File: src/rtl/spi_slave.sv
// SPI target: oversamples scl/ss/mosi with clk, shifts a 128-bit rx buffer, drives miso from a preloaded tx word.
// Latency: register updates land 2 clk edges after a pin change is first captured; miso follows wbuf combinationally.
// Backpressure: none; a frame completing before the host clears done raises ovf on the next start.
module spi_slave #(
    parameter bit MODE_16B = 1'b0,
    parameter bit CPOL     = 1'b1,
    parameter bit CPHA     = 1'b1
) (
    input  logic         clk,
    input  logic         rstn,
    input  logic         scl,
    input  logic         ss,
    input  logic         mosi,
    output logic         miso,
    output logic         miso_oe,
    input  logic [127:0] slv_wfifo,
    input  logic [7:0]   slv_ctrl,
    output logic [127:0] slv_rfifo,
    output logic [7:0]   slv_status
);

    localparam int         MIN_PLD  = MODE_16B ? 16 : 8;
    localparam logic [4:0] WCNT_MAX = 5'(128 / MIN_PLD);
    localparam logic [3:0] BIT_LAST = 4'(MIN_PLD - 1);

    typedef enum logic {
        IDLE   = 1'b0,
        ACTIVE = 1'b1
    } state_t;

    state_t         state, state_nxt;
    logic           scl_s1, scl_s2, scl_s3;
    logic           ss_s1, ss_s2, ss_s3;
    logic           mosi_s1, mosi_s2;
    logic [2:0]     sync_vld;
    logic [127:0]   rbuf, wbuf;
    logic [3:0]     bit_cnt;
    logic [4:0]     wcnt, stat_wcnt;
    logic           done, ovf;
    logic           enable, clr;
    logic           start_evt, stop_evt, lead_edge, trail_edge, sample_edge;
    logic           go_active, go_idle;
    logic           unused_ctrl;

    assign enable      = slv_ctrl[7];
    assign clr         = slv_ctrl[0];
    assign unused_ctrl = ^slv_ctrl[6:1];

    // Pin synchronizers; sync_vld marks which ss stages hold real samples so a
    // low ss at reset release is not mistaken for a falling edge.
    always_ff @(posedge clk or negedge rstn) begin
        if (!rstn) begin
            scl_s1   <= CPOL;
            scl_s2   <= CPOL;
            scl_s3   <= CPOL;
            ss_s1    <= 1'b1;
            ss_s2    <= 1'b1;
            ss_s3    <= 1'b1;
            mosi_s1  <= 1'b0;
            mosi_s2  <= 1'b0;
            sync_vld <= 3'b000;
        end else begin
            scl_s1   <= scl;
            scl_s2   <= scl_s1;
            scl_s3   <= scl_s2;
            ss_s1    <= ss;
            ss_s2    <= ss_s1;
            ss_s3    <= ss_s2;
            mosi_s1  <= mosi;
            mosi_s2  <= mosi_s1;
            sync_vld <= {sync_vld[1:0], 1'b1};
        end
    end

    assign start_evt   = sync_vld[2] & ss_s3 & ~ss_s2;
    assign stop_evt    = sync_vld[2] & ~ss_s3 & ss_s2;
    assign lead_edge   = (scl_s3 == CPOL) && (scl_s2 != CPOL);
    assign trail_edge  = (scl_s3 != CPOL) && (scl_s2 == CPOL);
    assign sample_edge = CPHA ? trail_edge : lead_edge;

    // FSM state register
    always_ff @(posedge clk or negedge rstn) begin
        if (!rstn) begin
            state <= IDLE;
        end else begin
            state <= state_nxt;
        end
    end

    // Next state; coincident start/stop is treated as a glitch and ignored
    always_comb begin
        state_nxt = state;
        go_active = 1'b0;
        go_idle   = 1'b0;
        case (state)
            IDLE: begin
                if (start_evt && !stop_evt && enable) begin
                    state_nxt = ACTIVE;
                    go_active = 1'b1;
                end
            end
            ACTIVE: begin
                if (stop_evt && !start_evt) begin
                    state_nxt = IDLE;
                    go_idle   = 1'b1;
                end
            end
            default: state_nxt = IDLE;
        endcase
    end

    // Shift engine: load on start, rx/tx shift and word counting on each sample edge
    always_ff @(posedge clk or negedge rstn) begin
        if (!rstn) begin
            rbuf    <= '0;
            wbuf    <= '0;
            bit_cnt <= '0;
            wcnt    <= '0;
        end else if (go_active) begin
            rbuf    <= '0;
            wbuf    <= slv_wfifo;
            bit_cnt <= '0;
            wcnt    <= '0;
        end else if (state == ACTIVE && sample_edge) begin
            rbuf <= {rbuf[126:0], mosi_s2};
            wbuf <= {wbuf[126:0], 1'b0};
            if (bit_cnt == BIT_LAST) begin
                bit_cnt <= '0;
                if (wcnt != WCNT_MAX) begin
                    wcnt <= wcnt + 5'd1;
                end
            end else begin
                bit_cnt <= bit_cnt + 4'd1;
            end
        end
    end

    // Frame-end publish and sticky flags; stop beats clr for done
    always_ff @(posedge clk or negedge rstn) begin
        if (!rstn) begin
            slv_rfifo <= '0;
            stat_wcnt <= '0;
            done      <= 1'b0;
            ovf       <= 1'b0;
        end else begin
            if (go_idle) begin
                slv_rfifo <= rbuf;
                stat_wcnt <= wcnt;
            end
            if (go_idle) begin
                done <= 1'b1;
            end else if (clr) begin
                done <= 1'b0;
            end
            if (go_active && done) begin
                ovf <= 1'b1;
            end else if (clr) begin
                ovf <= 1'b0;
            end
        end
    end

    assign miso_oe    = (state == ACTIVE);
    assign miso       = (state == ACTIVE) & wbuf[127];
    assign slv_status = {miso_oe, done, ovf, stat_wcnt};

endmodule
File: config.mk
export PLATFORM = sky130hd
export DESIGN_NAME = spi_slave
export DESIGN_NICKNAME = d
export VERILOG_FILES = /design/src/rtl/spi_slave.sv
export SDC_FILE = /design/constraint.sdc
export NUM_CORES = 1
export LEC_CHECK = 0
export CORE_UTILIZATION = 47
export CTS_CLUSTER_DIAMETER = 50
export CTS_CLUSTER_SIZE = 8
export DETAILED_ROUTE_END_ITERATION = 6
export PLACE_DENSITY = 0.72
export SYNTH_ARGS = -nofsm -noshare
export SYNTH_HDL_FRONTEND = slang
export SYNTH_SLANG_ARGS = --single-unit
File: constraint.sdc
create_clock -name clk -period 2.05 [get_ports clk]
set_input_delay 0.41 -clock clk [delete_from_list [all_inputs] [get_ports clk]]
set_output_delay 0.41 -clock clk [all_outputs]
set_load 0.01 [all_outputs]
Word level (Yosys, flattened, before mapping)

Cells that the tools add are included.

Flip-flop bits (word level): 412
Bits in latches: 0
RAM bits: 0
ROM bits: 0
Input port bits: 141
Output and inout bits: 138
Word-level logic and storage cells: 65
Memories kept: 0

Add/sub/neg operators: 2
Multiply operators: 0
Div/mod/pow operators: 0
Order comparisons: 0
Equality and inequality tests: 2
Shift-type cells: 0
Mux-type cells: 20
Bitwise operators: 9
Reductions and logical operators: 14

Operators by type and width:

| kind                | count |
|---|---|
| $mux 128            | 4 |
| $mux 5              | 4 |
| $mux 4              | 3 |
| $reduce_bool 2->1   | 5 |
| $mux 1              | 8 |
| $logic_and 1x1->1   | 6 |
| $add 5x1->5 const B | 1 |
| $and 1x1->1         | 5 |
| $ne 5x5->1 const B  | 1 |
| $add 4x1->4 const B | 1 |
| $eq 4x3->1 const B  | 1 |
| $not 1->1           | 4 |
| $reduce_and 3->1    | 1 |
| $logic_not 1->1     | 2 |
| $pmux 1 s2          | 1 |

Longest topological paths before layout

Gate-level depths: netlist (run 1).

Depth after elaboration: 10
Depth in mapped cells: 7
Depth with buffers taken out: 5

Worst setup path after synthesis (run 1)

Ideal clock, no wire load.

Path type: register -> register
Start point: register ss_s3
End point: register slv_rfifo[100]
Library setup time: 0.125 ns
Data arrival time: 1.526 ns
Required time: 1.925 ns
Setup slack: 0.400 ns
Cell stages (with the launch flop): 6
Path buffers: 3
Period minus slack after synthesis: 1.650 ns
Cells stage by stage: dfstp_2 > nand4b_1 > buf_2 > buf_2 > buf_2 > mux2_2

Word-level cells in the longest chain between the ends: 6
Elaborated cells between the ends (all ways): 9
Classes of those cells: mux: 2; bitwise: 5; reduce/logical: 2

Ends and longest elaborated chain:

| what                                                  | line    | text |
|---|---|---|
| start: declaration                                    | 33      | `logic ss_s1, ss_s2, ss_s3;` |
| start signal: assignment                              | 68      | `ss_s3 <= ss_s2;` |
| $and 1x1->1 / $not 1->1 (equally long branches)       | 75, 76  |  |
| $and 1x1->1 (on tied branches)                        | 75, 76  |  |
| $logic_not 1->1 / $and 1x1->1 (equally long branches) | 103, 76 |  |
| $logic_and 1x1->1 *                                   | 103     | `if (stop_evt && !start_evt) begin` |
| $mux 1 *                                              | 103     |  |
| $mux 1 *                                              | 95      | `case (state)` |
| end signal: assignment                                | 147     | `slv_rfifo <= rbuf;` |
| end: declaration                                      | 18      | `output logic [127:0] slv_rfifo,` |

Every way passes the cells marked *; elsewhere a longest branch is shown, timed or not.
A chain may end at the register's enable or synchronous reset.

Worst setup path in the final report (run 1)

Start point: register state, in the netlist miso_oe
End point: output port slv_status[7]

RTL lines:

| what                     | line | text |
|---|---|---|
| start: declaration       | 31   | `state_t state, state_nxt;` |
| start signal: assignment | 86   | `state <= state_nxt;` |
| end: declaration         | 19   | `output logic [7:0] slv_status` |

No word-level cell between the ends.

==> results of run 1 <==
## kinds of logic (layout without fill, tap and decap cells)
family,Yosys count,after routing,share of synthesized area [%]
simple gates,416,416,11.9
flops,412,412,62.7
compound gates,276,276,12.3
mux,134,134,9.16
buf+inv,110,410,3.67
fa+ha+maj,3,3,0.228
other cells,1,1,0.0228
## repair_timing
item                                    CTS  global route
cloned                                    0             0
setup buffers                             1             0
endpoints found under the hold margin    32             0
endpoints found under the setup margin    3             2
hold buffers                              1             0
pin swaps                                 0             1
resized for setup                         2             1
## layout make-up
class	count	area, um^2
fill	2684	13000
sequential	412	10300
multi-input combinational	830	5530
timing repair buffer	316	3350
clock buffer	87	1640
tap	455	569
inverter	6	22.5
clock inverter	1	8.76
## stage by stage
stage / hold slack (ns) / power, mW / instance area [um^2] / util [%]
4_1_cts: 0.245 / 28.7 / 21400 / 62.2
5_1_grt: 0.245 / 30.0 / 21400 / 62.2
2_1_floorplan: 0.114 / 15.9 / 16500 / -
6_report: 0.264 / 28.4 / 21400 / 62.2
3_3_place_gp: 0.333 / 19.6 / 19800 / 57.4
3_5_place_dp: 0.336 / 19.9 / 19800 / 57.4
## where the power goes
group / leakage (nW) / total, mW / switching [mW] / internal [mW]
clock network: 0.799 / 8.67 / 3.27 / 5.40
logic: 3.52 / 6.80 / 2.58 / 4.23
registers: 5.32 / 12.9 / 1.88 / 11.1
total: 9.64 / 28.4 / 7.72 / 20.7
## placed cells by master (no fill, tap or decap), types with 2 or more instances in the layout
cell	count
sky130_fd_sc_hd__dfrtp_1	405
sky130_fd_sc_hd__dfstp_2	6
sky130_fd_sc_hd__o31ai_1	2
sky130_fd_sc_hd__or3_1	2
sky130_fd_sc_hd__clkdlybuf4s50_1	269
sky130_fd_sc_hd__a21oi_1	6
sky130_fd_sc_hd__nand3_1	6
sky130_fd_sc_hd__clkbuf_8	2
sky130_fd_sc_hd__nand2_1	265
sky130_fd_sc_hd__a221o_1	126
sky130_fd_sc_hd__buf_4	20
sky130_fd_sc_hd__o21ai_0	139
sky130_fd_sc_hd__nor2_1	2
sky130_fd_sc_hd__clkbuf_16	61
sky130_fd_sc_hd__and2_1	126
sky130_fd_sc_hd__buf_12	23
sky130_fd_sc_hd__clkbuf_1	24
sky130_fd_sc_hd__mux2_2	132
sky130_fd_sc_hd__nand3b_1	2
sky130_fd_sc_hd__or4_1	3
sky130_fd_sc_hd__ha_1	3
sky130_fd_sc_hd__inv_1	6
sky130_fd_sc_hd__mux2i_1	2
## sequential cells by signal (all words and copies together), names as in the netlist, 3 cells and up
signal / count
rbuf: 128
slv_rfifo: 128
wbuf: 128
stat_wcnt: 5
wcnt: 5
bit_cnt: 4
sync_vld: 3
## layer usage
metal	track usage [%]	vias to the layer above
met5	0	-
met1	28.6	5668
met3	6.73	52
met2	33.4	308
met4	5.24	4
li1	-	5264
## how the worst max path moves through the flow
stage,from,to
CTS,miso_oe,miso_oe
finish,miso_oe,slv_status[7]
detailed placement,slv_ctrl[7],rbuf[33]
global route,miso_oe,wcnt[4]
global placement,slv_ctrl[7],rbuf[44]
floorplan,ss_s3,slv_rfifo[100]
==> impl_metrics.py, run 1 <==
metrics = {
    "yosys": {
        "share_of_the_synthesized_area_in_the_top_cell_type_pct": 61.8,
        "sequential_area_share_after_synthesis_pct": 62.7,
        "synth.net_count": 1496,
        "synth.top_cells.by_area": "sky130_fd_sc_hd__dfrtp_1 (62%), sky130_fd_sc_hd__mux2_2 (9.0%), sky130_fd_sc_hd__a221o_1 (7.7%), sky130_fd_sc_hd__nand2_1 (6.0%), sky130_fd_sc_hd__and2_1 (4.8%)",
        "yosys-top-cells-count": "sky130_fd_sc_hd__dfrtp_1 (406), sky130_fd_sc_hd__nand2_1 (265), sky130_fd_sc_hd__o21ai_0 (139)",
        "synth.lib_cells_used.distinct": 34,
        "asyncSetResetFlopFracSynth_pct": 100,
        "synth.largest_area_cell": "sky130_fd_sc_hd__dfrtp_1",
        "synthesis.instances": 1352,
        "syn-cell-area_um2": 16500,
        "synth_seq_cells": 412,
        "syn_area_per_cell_um2": 12.2,
        "synth-edff-count": 0,
        "synthMostInstantiatedCell": "sky130_fd_sc_hd__dfrtp_1",
        "synth_flop_cell": "sky130_fd_sc_hd__dfrtp_1",
        "ys.warnings.count": 0,
    },
    "clock_network": {
        "cts_root_buf": "sky130_fd_sc_hd__clkbuf_16",
        "cts-htree-levels": 2,
        "tritoncts": "yes",
        "worst_setup_hold_path_clk_slew_ns": 0.06,
        "insertion_delay_ns": 0.57,
        "cts_inserted_buffers": 58,
        "max-clock-path-buffers": 3,
        "clock-sinks": 412,
    },
    "placement": {
        "place_congestion": 0.755,
        "detailedPlacementHpwl_um": 23500,
        "post-place-ws_ns": 0.0807,
        "placement.io_buffers": 272,
        "placedCellCount": 2017,
    },
    "routing": {
        "route.met2.wl_um": 17500,
        "finalWirelength_um": 36800,
        "dr_total_vias": 11300,
        "detail_route.wirelength.met1_um": 15900,
        "highest_layer": "met5",
        "post_drt_wl_per_cell_um": 17.4,
        "detail_route.iter0.violations": 624,
        "met3WireLength_um": 2800,
        "ant_nets": 0,
        "detail_route.first_pass.iterations": 5,
        "drc": 0,
        "routed_via_density": 5.36,
    },
    "critical_path": {
        "slowest_delay_ns": 0.56,
        "rr_endpoint": "wcnt[4]",
        "critPathRequiredTime_ns": 1.64,
        "startpoint_class": "register",
        "critical-path-top-delay-family": "buffers and inverters",
        "crit_path_max_fanout": 4,
        "total_stage_count_of_the_critical_path": 1,
        "endpoint_kind": "primary output",
        "r2r.worst_path.cells": 4,
        "timing_worst_setup_path_type": "register to primary output",
        "critical_path.reg2reg.startpoint": "miso_oe",
        "worst_path_buf_inv": 1,
        "slowest_stage": "sky130_fd_sc_hd__clkdlybuf4s50_1",
        "worst_path_arrival_ns": 1.56,
        "crit_path_cell_trace": "clkdlybuf4s50_1",
        "reg2reg_slack_ns": 0.16,
    },
    "timing": {
        "fin_worst_skew_ns": 0.0180,
        "final_critical_path_setup_slack_ns": 0.0811,
        "timing.max_slew.rel_slack_pct": 60.4,
        "timing_worst_slew_pin_value_ns": 0.594,
        "timing.setup.tns_ns": 0,
        "min_tclk_post_route_ns": 1.97,
        "drv_slew": 0,
        "number_of_setup_violations_in_the_final_report": 0,
        "timing_hold_violations_final": 0,
        "grt_setup_unrepaired": "false",
        "timing.final.crit_share_pct": 96.0,
        "achievable-frequency_mhz": 508,
    },
    "power_and_ir_drop": {
        "irDropWorstVdd_mv": 0.744,
        "leakage_power_figure_nw": 9.64,
        "p_per_area_nw_per_um2": 1320,
    },
    "grt": {
        "grt_first_pass_wirelength_um": 61700,
        "maximum_number_of_pins_on_one_net_before_global_route_repair": 81,
        "globalRouteOverflowTotal": 0,
        "grt_antenna_before_repair": 2,
        "number_of_global_route_vias_before_repair": 11800,
        "globalRouteTotalUtil_pct": 21.2,
    },
    "status": {
        "result_of_the_run": "complete, no violations",
    },
    "cells_and_area": {
        "post_route_cells_drive_above_1_share_pct": 15.2,
        "area_growth_pct": 30.4,
        "finalNetCount": 1768,
        "num_antenna_cells": 0,
        "final_non_filler_cell_total": 2107,
    },
    "floorplan": {
        "floorplan.die.width_um": 189,
        "height_of_the_die_um": 189,
        "die-area_um2": 35800,
        "coreArea_um2": 34500,
        "initial_utilization_pct": 47.7,
        "design.portCount": 279,
        "placement_rows": 68,
    },
    "min_path": {
        "hold_path_sink": "scl_s1",
        "min-delay-start": "scl",
        "min_delay_path_depth": 1,
        "hold_class": "input port to register",
    },
    "job": {
        "timing.max_cap.violations": 0,
    },
}
(Power assumes the default switching activity.)
==> run 2: changes to the inputs <==
--- a/config.mk
+++ b/config.mk
@@ -5,6 +5,7 @@
 export SDC_FILE = /design/constraint.sdc
 export NUM_CORES = 1
 export LEC_CHECK = 0
+export CORE_MARGIN = 5
 export CORE_UTILIZATION = 47
 export CTS_CLUSTER_DIAMETER = 50
 export CTS_CLUSTER_SIZE = 8
==> run 2 against run 1 <==
Cell area rose by 0.92%. Worst setup slack improved by 0.0081 ns. Clock-buffer cell count fell by 13. Critical path type unchanged. Largest power group unchanged.
==> impl_metrics.py, run 2 (synthesis results as in run 1) <==
metrics = {
    "floorplan": {
        "floorplan.die.width_um": 197,
        "coreArea_um2": 34500,
        "design.portCount": 279,
        "die-area_um2": 38800,
        "initial_utilization_pct": 47.6,
        "height_of_the_die_um": 197,
        "placement_rows": 68,
    },
    "timing": {
        "min_tclk_post_route_ns": 1.96,
        "drv_slew": 0,
        "timing.setup.tns_ns": 0,
        "timing_worst_slew_pin_value_ns": 0.500,
        "final_critical_path_setup_slack_ns": 0.0892,
        "achievable-frequency_mhz": 510,
        "fin_worst_skew_ns": 0.0138,
        "grt_setup_unrepaired": "false",
        "timing_hold_violations_final": 0,
        "timing.final.crit_share_pct": 95.6,
        "timing.max_slew.rel_slack_pct": 66.6,
        "number_of_setup_violations_in_the_final_report": 0,
    },
    "critical_path": {
        "startpoint_class": "register",
        "worst_path_buf_inv": 1,
        "r2r.worst_path.cells": 6,
        "worst_path_arrival_ns": 1.55,
        "endpoint_kind": "primary output",
        "crit_path_max_fanout": 4,
        "slowest_delay_ns": 0.58,
        "crit_path_cell_trace": "clkdlybuf4s50_1",
        "reg2reg_slack_ns": 0.17,
        "critical-path-top-delay-family": "buffers and inverters",
        "cp-startpoint": "miso_oe",
        "critical_path.reg2reg.startpoint": "miso_oe",
        "rr_endpoint": "rbuf[65]",
        "total_stage_count_of_the_critical_path": 1,
        "slowest_stage": "sky130_fd_sc_hd__clkdlybuf4s50_1",
        "crit_path_end": "miso_oe",
        "critPathRequiredTime_ns": 1.64,
        "timing_worst_setup_path_type": "register to primary output",
    },
    "routing": {
        "detail_route.first_pass.iterations": 5,
        "highest_layer": "met5",
        "ant_nets": 0,
        "drc": 0,
        "met3WireLength_um": 2930,
        "routed_via_density": 5.43,
        "post_drt_wl_per_cell_um": 18.4,
        "dr_total_vias": 11500,
        "route.met2.wl_um": 17800,
        "detail_route.iter0.violations": 783,
        "detail_route.wirelength.met1_um": 17200,
        "finalWirelength_um": 38800,
    },
    "placement": {
        "place_congestion": 0.775,
        "placement.io_buffers": 272,
        "post-place-ws_ns": 0.0489,
        "detailedPlacementHpwl_um": 25200,
    },
    "min_path": {
        "min-delay-start": "ss",
        "hold_class": "input port to register",
    },
    "status": {
        "result_of_the_run": "complete, no violations",
    },
    "clock_network": {
        "tritoncts": "yes",
        "cts_inserted_buffers": 58,
        "insertion_delay_ns": 0.56,
        "max-clock-path-buffers": 3,
        "clock-sinks": 412,
        "cts-htree-levels": 2,
        "worst_setup_hold_path_clk_slew_ns": 0.05,
        "cts_root_buf": "sky130_fd_sc_hd__clkbuf_16",
    },
    "power_and_ir_drop": {
        "power_frac_comb_pct": 24.3,
        "share_seq_of_total_power_pct": 45.8,
        "power.share.switching_pct": 27.4,
        "power.clock.fraction_pct": 29.9,
        "p_int_mw": 20.6,
        "p_per_area_nw_per_um2": 1310,
        "switching_power_mw": 7.77,
        "leakage_power_figure_nw": 9.74,
        "irDropWorstVdd_mv": 0.699,
    },
    "grt": {
        "grt_antenna_before_repair": 6,
        "number_of_global_route_vias_before_repair": 12000,
        "globalRouteOverflowTotal": 0,
        "grt_first_pass_wirelength_um": 64200,
        "globalRouteTotalUtil_pct": 20.0,
        "maximum_number_of_pins_on_one_net_before_global_route_repair": 89,
    },
    "cells_and_area": {
        "area_growth_pct": 31.6,
        "post_route_cells_drive_above_1_share_pct": 16.2,
        "finalNetCount": 1785,
        "layout_commonest_cell": "sky130_fd_sc_hd__dfrtp_1",
        "utilization_pct": 62.7,
        "commonest_cells_after_routing_fill_and_taps_aside": "sky130_fd_sc_hd__dfrtp_1 (405), sky130_fd_sc_hd__clkdlybuf4s50_1 (270), sky130_fd_sc_hd__nand2_1 (265)",
        "num_antenna_cells": 0,
        "largestRegisters": "rbuf: 128 flops, slv_rfifo: 128 flops, wbuf: 128 flops",
    },
    "job": {
        "timing.max_cap.violations": 0,
    },
}
## run 2: cell types whose count changed in the layout (fill, tap and decap cells not counted), sizes merged
cell / before / now
inv: 6 / 7
buf: 44 / 61
clkbuf: 87 / 74
dlymetal6s2s: 1 / 0
clkdlybuf4s50: 269 / 270
## run 2: worst min path at each step
| stage | end | slack (ns) | depth (start not counted) |
|---|---|---|---|
| after floorplan | bit_cnt[0] | 0.11 | 0 |
| after global placement | wbuf[82] | 0.28 | 1 |
| after detailed placement | wbuf[82] | 0.28 | 1 |
| after CTS | ss_s1 | 0.23 | 1 |
| after global routing | ss_s1 | 0.23 | 1 |
| final | ss_s1 | 0.26 | 1 |
## run 2: repair_timing
| action | in CTS | in global routing |
|---|---|---|
| endpoints found under the setup margin | 3 | 0 |
| gates resized for setup | 2 | 0 |
| hold buffers | 1 | 0 |
| setup buffers | 1 | 0 |
| hold endpoints to repair | 57 | 0 |
## run 2: power groups by stage
stage               sequential (mW)  combinational, mW  clock (mW)
floorplan                      13.0               2.92           0
global placement               12.9               6.75           0
detailed placement             13.0               7.01           0
CTS                            13.0               7.04        8.66
global route                   13.3               7.53        9.03
finish                         13.0               6.90        8.47
## run 2: metrics by stage
stage / instance area (um^2) / std cells / hold slack, ns / total power, mW
2_1_floorplan: 16500 / 1352 / 0.114 / 15.9
3_3_place_gp: 20000 / 2034 / 0.277 / 19.7
3_5_place_dp: 20000 / 2034 / 0.279 / 20.0
4_1_cts: 21600 / 2112 / 0.229 / 28.7
5_1_grt: 21600 / 2112 / 0.226 / 29.9
6_report: 21600 / 2112 / 0.256 / 28.3
## run 2: area by class of cell
type,count,area [um^2]
Sequential cell,412,10300
Tap cell,455,569
Clock inverter,2,13.8
Timing Repair Buffer,333,3610
Fill cell,2702,12900
Clock buffer,74,1570
Multi-Input combinational cell,830,5530
Inverter,6,22.5
## run 2: per-layer routing
layer / up-vias / GRT usage [%]
met5: - / 0
met4: 10 / 5.16
met3: 73 / 6.38
met2: 320 / 30.7
met1: 5774 / 27.9
li1: 5292 / -
